==> src/rtl/dst_demux_if.sv <==
// dst_demux_if: writeback request plus strobe and handshake buses of the destination controller
interface dst_demux_if #(parameter int DATA_W = 16);
  logic              wb_valid;
  logic              wb_ready;
  logic [2:0]        dst_sel;
  logic [DATA_W-1:0] wb_data;
  logic [DATA_W-1:0] wb_addr;
  logic [2:0]        wb_rd;
  logic              rf_we;
  logic [2:0]        rf_waddr;
  logic [DATA_W-1:0] rf_wdata;
  logic              mem_req;
  logic [DATA_W-1:0] mem_addr;
  logic [DATA_W-1:0] mem_wdata;
  logic              mem_ack;
  logic              io_req;
  logic [DATA_W-1:0] io_addr;
  logic [DATA_W-1:0] io_wdata;
  logic              io_ack;
  logic              pc_load;
  logic [DATA_W-1:0] pc_next;
  logic              sp_load;
  logic [DATA_W-1:0] sp_next;
  logic              err;
  modport master (
    output wb_valid, dst_sel, wb_data, wb_addr, wb_rd, mem_ack, io_ack,
    input  wb_ready, rf_we, rf_waddr, rf_wdata, mem_req, mem_addr, mem_wdata,
           io_req, io_addr, io_wdata, pc_load, pc_next, sp_load, sp_next, err
  );
  modport slave (
    input  wb_valid, dst_sel, wb_data, wb_addr, wb_rd, mem_ack, io_ack,
    output wb_ready, rf_we, rf_waddr, rf_wdata, mem_req, mem_addr, mem_wdata,
           io_req, io_addr, io_wdata, pc_load, pc_next, sp_load, sp_next, err
  );
endinterface

==> src/rtl/dst_demux.sv <==
// dst_demux: routes one writeback word to reg file, memory, I/O, PC or SP with timed req/ack for mem/io
module dst_demux #(
  parameter int ACK_TIMEOUT = 15
) (
  input logic       clk,
  input logic       rst,
  dst_demux_if.slave bus
);
  localparam int CW = $clog2(ACK_TIMEOUT) + 1;
  localparam logic [1:0] IDLE = 2'd0, MEM_WAIT = 2'd1, IO_WAIT = 2'd2;
  logic [1:0]    state;
  logic [CW-1:0] cnt;
  logic          timeout;
  assign bus.wb_ready = state == IDLE;
  assign timeout = cnt == CW'(ACK_TIMEOUT - 1);
  always_ff @(posedge clk) begin
    if (rst) begin
      state         <= IDLE;
      cnt           <= '0;
      bus.rf_we     <= 1'b0;
      bus.rf_waddr  <= '0;
      bus.rf_wdata  <= '0;
      bus.mem_req   <= 1'b0;
      bus.mem_addr  <= '0;
      bus.mem_wdata <= '0;
      bus.io_req    <= 1'b0;
      bus.io_addr   <= '0;
      bus.io_wdata  <= '0;
      bus.pc_load   <= 1'b0;
      bus.pc_next   <= '0;
      bus.sp_load   <= 1'b0;
      bus.sp_next   <= '0;
      bus.err       <= 1'b0;
    end else begin
      bus.rf_we   <= 1'b0;
      bus.pc_load <= 1'b0;
      bus.sp_load <= 1'b0;
      bus.err     <= 1'b0;
      case (state)
        IDLE: if (bus.wb_valid) begin
          case (bus.dst_sel)
            3'b000: begin
              bus.rf_we    <= 1'b1;
              bus.rf_waddr <= bus.wb_rd;
              bus.rf_wdata <= bus.wb_data;
            end
            3'b010: begin
              bus.mem_req   <= 1'b1;
              bus.mem_addr  <= bus.wb_addr;
              bus.mem_wdata <= bus.wb_data;
              cnt           <= '0;
              state         <= MEM_WAIT;
            end
            3'b011: begin
              bus.io_req   <= 1'b1;
              bus.io_addr  <= bus.wb_addr;
              bus.io_wdata <= bus.wb_data;
              cnt          <= '0;
              state        <= IO_WAIT;
            end
            3'b100: begin
              bus.pc_load <= 1'b1;
              bus.pc_next <= bus.wb_data;
            end
            3'b101: begin
              bus.sp_load <= 1'b1;
              bus.sp_next <= bus.wb_data;
            end
            default: bus.err <= 1'b1;
          endcase
        end
        MEM_WAIT: if (bus.mem_ack || timeout) begin
          bus.mem_req <= 1'b0;
          bus.err     <= !bus.mem_ack;
          state       <= IDLE;
        end else cnt <= cnt + CW'(1);
        IO_WAIT: if (bus.io_ack || timeout) begin
          bus.io_req <= 1'b0;
          bus.err    <= !bus.io_ack;
          state      <= IDLE;
        end else cnt <= cnt + CW'(1);
        default: state <= IDLE;
      endcase
    end
  end
endmodule
==> src/flat_wrapper.sv <==
// flat-port wrapper written by rule: the top's interface ports become plain ports
module dst_demux_flat 
#(
  parameter int ACK_TIMEOUT = 15
)
  (clk, rst, bus_wb_valid, bus_dst_sel, bus_wb_data, bus_wb_addr, bus_wb_rd, bus_mem_ack, bus_io_ack, bus_wb_ready, bus_rf_we, bus_rf_waddr, bus_rf_wdata, bus_mem_req, bus_mem_addr, bus_mem_wdata, bus_io_req, bus_io_addr, bus_io_wdata, bus_pc_load, bus_pc_next, bus_sp_load, bus_sp_next, bus_err);
  dst_demux_if bus_i ();
  input logic clk;
  input logic rst;
  input wire logic [$bits(bus_i.wb_valid)-1:0] bus_wb_valid;
  input wire logic [$bits(bus_i.dst_sel)-1:0] bus_dst_sel;
  input wire logic [$bits(bus_i.wb_data)-1:0] bus_wb_data;
  input wire logic [$bits(bus_i.wb_addr)-1:0] bus_wb_addr;
  input wire logic [$bits(bus_i.wb_rd)-1:0] bus_wb_rd;
  input wire logic [$bits(bus_i.mem_ack)-1:0] bus_mem_ack;
  input wire logic [$bits(bus_i.io_ack)-1:0] bus_io_ack;
  output wire logic [$bits(bus_i.wb_ready)-1:0] bus_wb_ready;
  output wire logic [$bits(bus_i.rf_we)-1:0] bus_rf_we;
  output wire logic [$bits(bus_i.rf_waddr)-1:0] bus_rf_waddr;
  output wire logic [$bits(bus_i.rf_wdata)-1:0] bus_rf_wdata;
  output wire logic [$bits(bus_i.mem_req)-1:0] bus_mem_req;
  output wire logic [$bits(bus_i.mem_addr)-1:0] bus_mem_addr;
  output wire logic [$bits(bus_i.mem_wdata)-1:0] bus_mem_wdata;
  output wire logic [$bits(bus_i.io_req)-1:0] bus_io_req;
  output wire logic [$bits(bus_i.io_addr)-1:0] bus_io_addr;
  output wire logic [$bits(bus_i.io_wdata)-1:0] bus_io_wdata;
  output wire logic [$bits(bus_i.pc_load)-1:0] bus_pc_load;
  output wire logic [$bits(bus_i.pc_next)-1:0] bus_pc_next;
  output wire logic [$bits(bus_i.sp_load)-1:0] bus_sp_load;
  output wire logic [$bits(bus_i.sp_next)-1:0] bus_sp_next;
  output wire logic [$bits(bus_i.err)-1:0] bus_err;
  assign bus_i.wb_valid = bus_wb_valid;
  assign bus_i.dst_sel = bus_dst_sel;
  assign bus_i.wb_data = bus_wb_data;
  assign bus_i.wb_addr = bus_wb_addr;
  assign bus_i.wb_rd = bus_wb_rd;
  assign bus_i.mem_ack = bus_mem_ack;
  assign bus_i.io_ack = bus_io_ack;
  assign bus_wb_ready = bus_i.wb_ready;
  assign bus_rf_we = bus_i.rf_we;
  assign bus_rf_waddr = bus_i.rf_waddr;
  assign bus_rf_wdata = bus_i.rf_wdata;
  assign bus_mem_req = bus_i.mem_req;
  assign bus_mem_addr = bus_i.mem_addr;
  assign bus_mem_wdata = bus_i.mem_wdata;
  assign bus_io_req = bus_i.io_req;
  assign bus_io_addr = bus_i.io_addr;
  assign bus_io_wdata = bus_i.io_wdata;
  assign bus_pc_load = bus_i.pc_load;
  assign bus_pc_next = bus_i.pc_next;
  assign bus_sp_load = bus_i.sp_load;
  assign bus_sp_next = bus_i.sp_next;
  assign bus_err = bus_i.err;
  dst_demux #(.ACK_TIMEOUT(ACK_TIMEOUT)) u_core (.clk(clk), .rst(rst), .bus(bus_i));
endmodule
==> config.mk <==
export PLATFORM = sky130hd
export DESIGN_NAME = dst_demux_flat
export DESIGN_NICKNAME = d
export VERILOG_FILES = /design/src/rtl/dst_demux_if.sv /design/src/rtl/dst_demux.sv /design/src/flat_wrapper.sv
export SDC_FILE = /design/constraint.sdc
export NUM_CORES = 1
export LEC_CHECK = 0
export ABC_AREA = 1
export BUFFER_PORTS_ARGS = -buffer_cell sky130_fd_sc_hd__buf_4
export CAP_MARGIN = 20
export CORE_ASPECT_RATIO = 2
export CORE_MARGIN = 4
export CORE_UTILIZATION = 30
export CTS_CLUSTER_SIZE = 24
export DETAILED_ROUTE_END_ITERATION = 8
export PLACE_DENSITY_LB_ADDON = 0.2
export RECOVER_POWER = 100
export REMOVE_ABC_BUFFERS = 1
export SYNTH_ARGS = -nofsm -noshare
export SYNTH_HDL_FRONTEND = slang
export SYNTH_SLANG_ARGS = --single-unit
==> constraint.sdc <==
create_clock -name clk -period 1.58 [get_ports clk]
set_input_delay 0.158 -clock clk [delete_from_list [all_inputs] [get_ports clk]]
set_output_delay 0.158 -clock clk [all_outputs]
set_load 0.01 [all_outputs]
==> metrics.md <==
| Metric | Value |
|---|---|
| Global route overflow | 0 |
| Vias in the first global route | 4512 |
| Die W | 96.7 um |
| Ys Warns | 0 |
| Area delta synth->final | 44.9% |
| Post-Syn Area per Cell | 7.70 um2 |
| Max clock buf depth | 2 |
| Required time of the worst setup path | 1930 ps |
| Hold Crit Depth | 3 |
| GPL Wtd Cong | 0.824 |
| Root buf cell | clkbuf_16 |
| Arrival time worst endpoint | 1860 ps |
| Largest net degree at the start of global routing | 55 |
| DR pass1 iterations | 6 |
| Outcome | finished clean |
| First-pass GRT wire length | 24100 um |
| Reg clk slew, reported paths | 60 ps |
| Layout fillers | 1646 |
| Maxcap violations | 0 |
| Crit end category | register |
| CTS tree | done |
| Fmax | 0.662 GHz |
| Gr usage total | 0.171 |
| Routed wire length | 15900 um |
| Async SR Flop Fraction | 0 |
| Post-synthesis cell area | 0.00472 mm2 |
| Most frequent cells in the layout | nor2_1, dfxtp_1, clkbuf_1 |
| Initial antenna violation count | 0 |
| Syn Inst Count | 613 |
| Final nets | 868 |
| Ys flop type | dfxtp_1 |
| Wire length per cell | 15.4 um |
| Layout cell share with drive strength beyond 1 | 0.163 |
| Worst-path fanout max | 7 |
| # port buffers | 164 |
| Yosys top cell area share | 0.543 |
| Period utilization | 0.957 |
| Reg2Reg Depth | 9 |
| Chip height | 185 um |
| Worst setup SP type | register |
| Seq/Total Area, Yosys | 0.543 |
| Tmin final | 1510 ps |
| PD cells | 1230 mW/mm2 |
| Slew Limit Fails | 0 |
| Setup TNS after final layout | 0 ps |
| Initial drt markers | 171 |
| Post-synthesis register bit count | 128 |
| Setup-failing EPs final | 0 |
| Post-synth cell types | 24 |
| Inserted Diodes | 0 |
| Area contributors post-synth | dfxtp_1, nor2_1, o21ai_0, o21ai_1, nand2_1 |
| Most common cell after layout, fill and taps aside | nor2_1 |
| EDFF count, synth | 0 |
| Core area | 0.0154 mm2 |
| Total power | 8390 uW |
| Clk sinks | 128 |
| Worst Skew | 5.89 ps |
| Vias per cell | 4.53 |
| Routed vias | 4671 |
| Num ports | 165 |
| Leak | 0.00288 uW |
| Crit path kind | reg -> reg |
| Final cell count without fillers | 1030 |
| Cell Count Post-Placement | 969 |
| Site row count | 64 |
| Max_slew headroom | 0.761 |
| CTS Buf Count | 17 |
| Leading area contributor after synthesis | dfxtp_1 |
| Fin util | 0.445 |
| DR DRC count | 0 |
| H-tree lvl count | 4 |
| Final Hold Violating Endpoints | 0 |
| DIE AREA | 0.0179 mm2 |
| Max VDD drop | 728 uV |
| Worst hold path type | in -> reg |
| Routed Antenna Nets | 0 |
| Clk Latency, worst-skew pair | 410 ps |
| Initial core utilization | 0.307 |
| Slew @ Worst Pin | 358 ps |
| Hpwl dp | 11200 um |
path summary, 6_finish.rpt:
path                                             start                       to  slack [ps]
worst min-delay path                   bus_wb_data[13]  u_core.bus.io_wdata[13]          20
worst max register to register         u_core.state[1]   u_core.bus.rf_wdata[3]          70
worst max-delay path                   u_core.state[1]   u_core.bus.rf_wdata[3]          70
worst min register to register  u_core.bus.rf_wdata[4]   u_core.bus.rf_wdata[4]         480
per-layer routing:
layer	GRT usage	share of wire
met1	0.172	0.38
met2	0.322	0.54
met3	0.0516	0.050
met4	0.0726	0.028
met5	0	0
sequential cells by signal, indices dropped and copies added (netlist names):
name,count
u_core.bus.err,1
u_core.bus.io_addr,16
u_core.bus.io_req,1
u_core.bus.io_wdata,16
u_core.bus.mem_addr,16
u_core.bus.mem_req,1
u_core.bus.mem_wdata,16
u_core.bus.pc_load,1
u_core.bus.pc_next,16
u_core.bus.rf_waddr,3
u_core.bus.rf_wdata,16
u_core.bus.rf_we,1
u_core.bus.sp_load,1
u_core.bus.sp_next,16
u_core.cnt,5
u_core.state,2
where the power goes:
part | internal (uW) | switching [uW]
clock | 2530 | 1480
combinational | 385 | 539
sequential | 3370 | 84.7
stage by stage:
stage / worst slack [ps] / area (um2) / hold slack (ps)
after floorplan: -594 / 4540 / 227
after global placement: 38.5 / 6290 / 390
after detailed placement: -23.4 / 6290 / 398
after CTS: 0.597 / 7110 / 4.32
after global routing: -27.9 / 6840 / 20.8
final: 68.5 / 6840 / 16.7
what timing repair did:
item	in CTS	in global routing
cloned	0	4
hold endpoints to repair	29	0
setup endpoints to repair	8	86
hold buffers	21	0
pin swaps	0	11
resized for setup	2	45
buffers inserted	0	4
final cells by class:
type	count	area, um2	share of cell area
Tap cell	198	248	0.0362
Clock inverter	13	161	0.0236
Multi-Input combinational cell	431	1970	0.288
Timing Repair Buffer	217	1350	0.198
Inverter	24	103	0.0150
Sequential cell	128	2570	0.375
Clock buffer	19	443	0.0647
worst max-delay path: stages, from the launching register on:
cell and delay [ps]:
dfxtp_2 320, inv_2 80, ha_4 160, nand2_4 70, nor2_4 220, nand3_4 190, inv_6 120, clkbuf_16 150
nor2_1 40, nor2_1 100
cell usage after synthesis (2+ instances only):
cell type	count
nor2_1	252
dfxtp_1	128
o21ai_0	95
nand2_1	26
o21ai_1	26
inv_1	16
clkbuf_1	15
buf_2	10
inv_2	8
a21oi_1	6
buf_6	6
ha_1	6
nand3_1	5
nand2_2	3
nand3_2	2
cell families after synthesis:
group	count (synthesis)	share of synthesized area
compound gates	129	0.138
fa+ha+maj	6	0.0159
flops	128	0.543
xor+xnor	1	0.00186
simple gates	293	0.244
buf+inv	56	0.0575
Power figures use the tool's default switching activity.
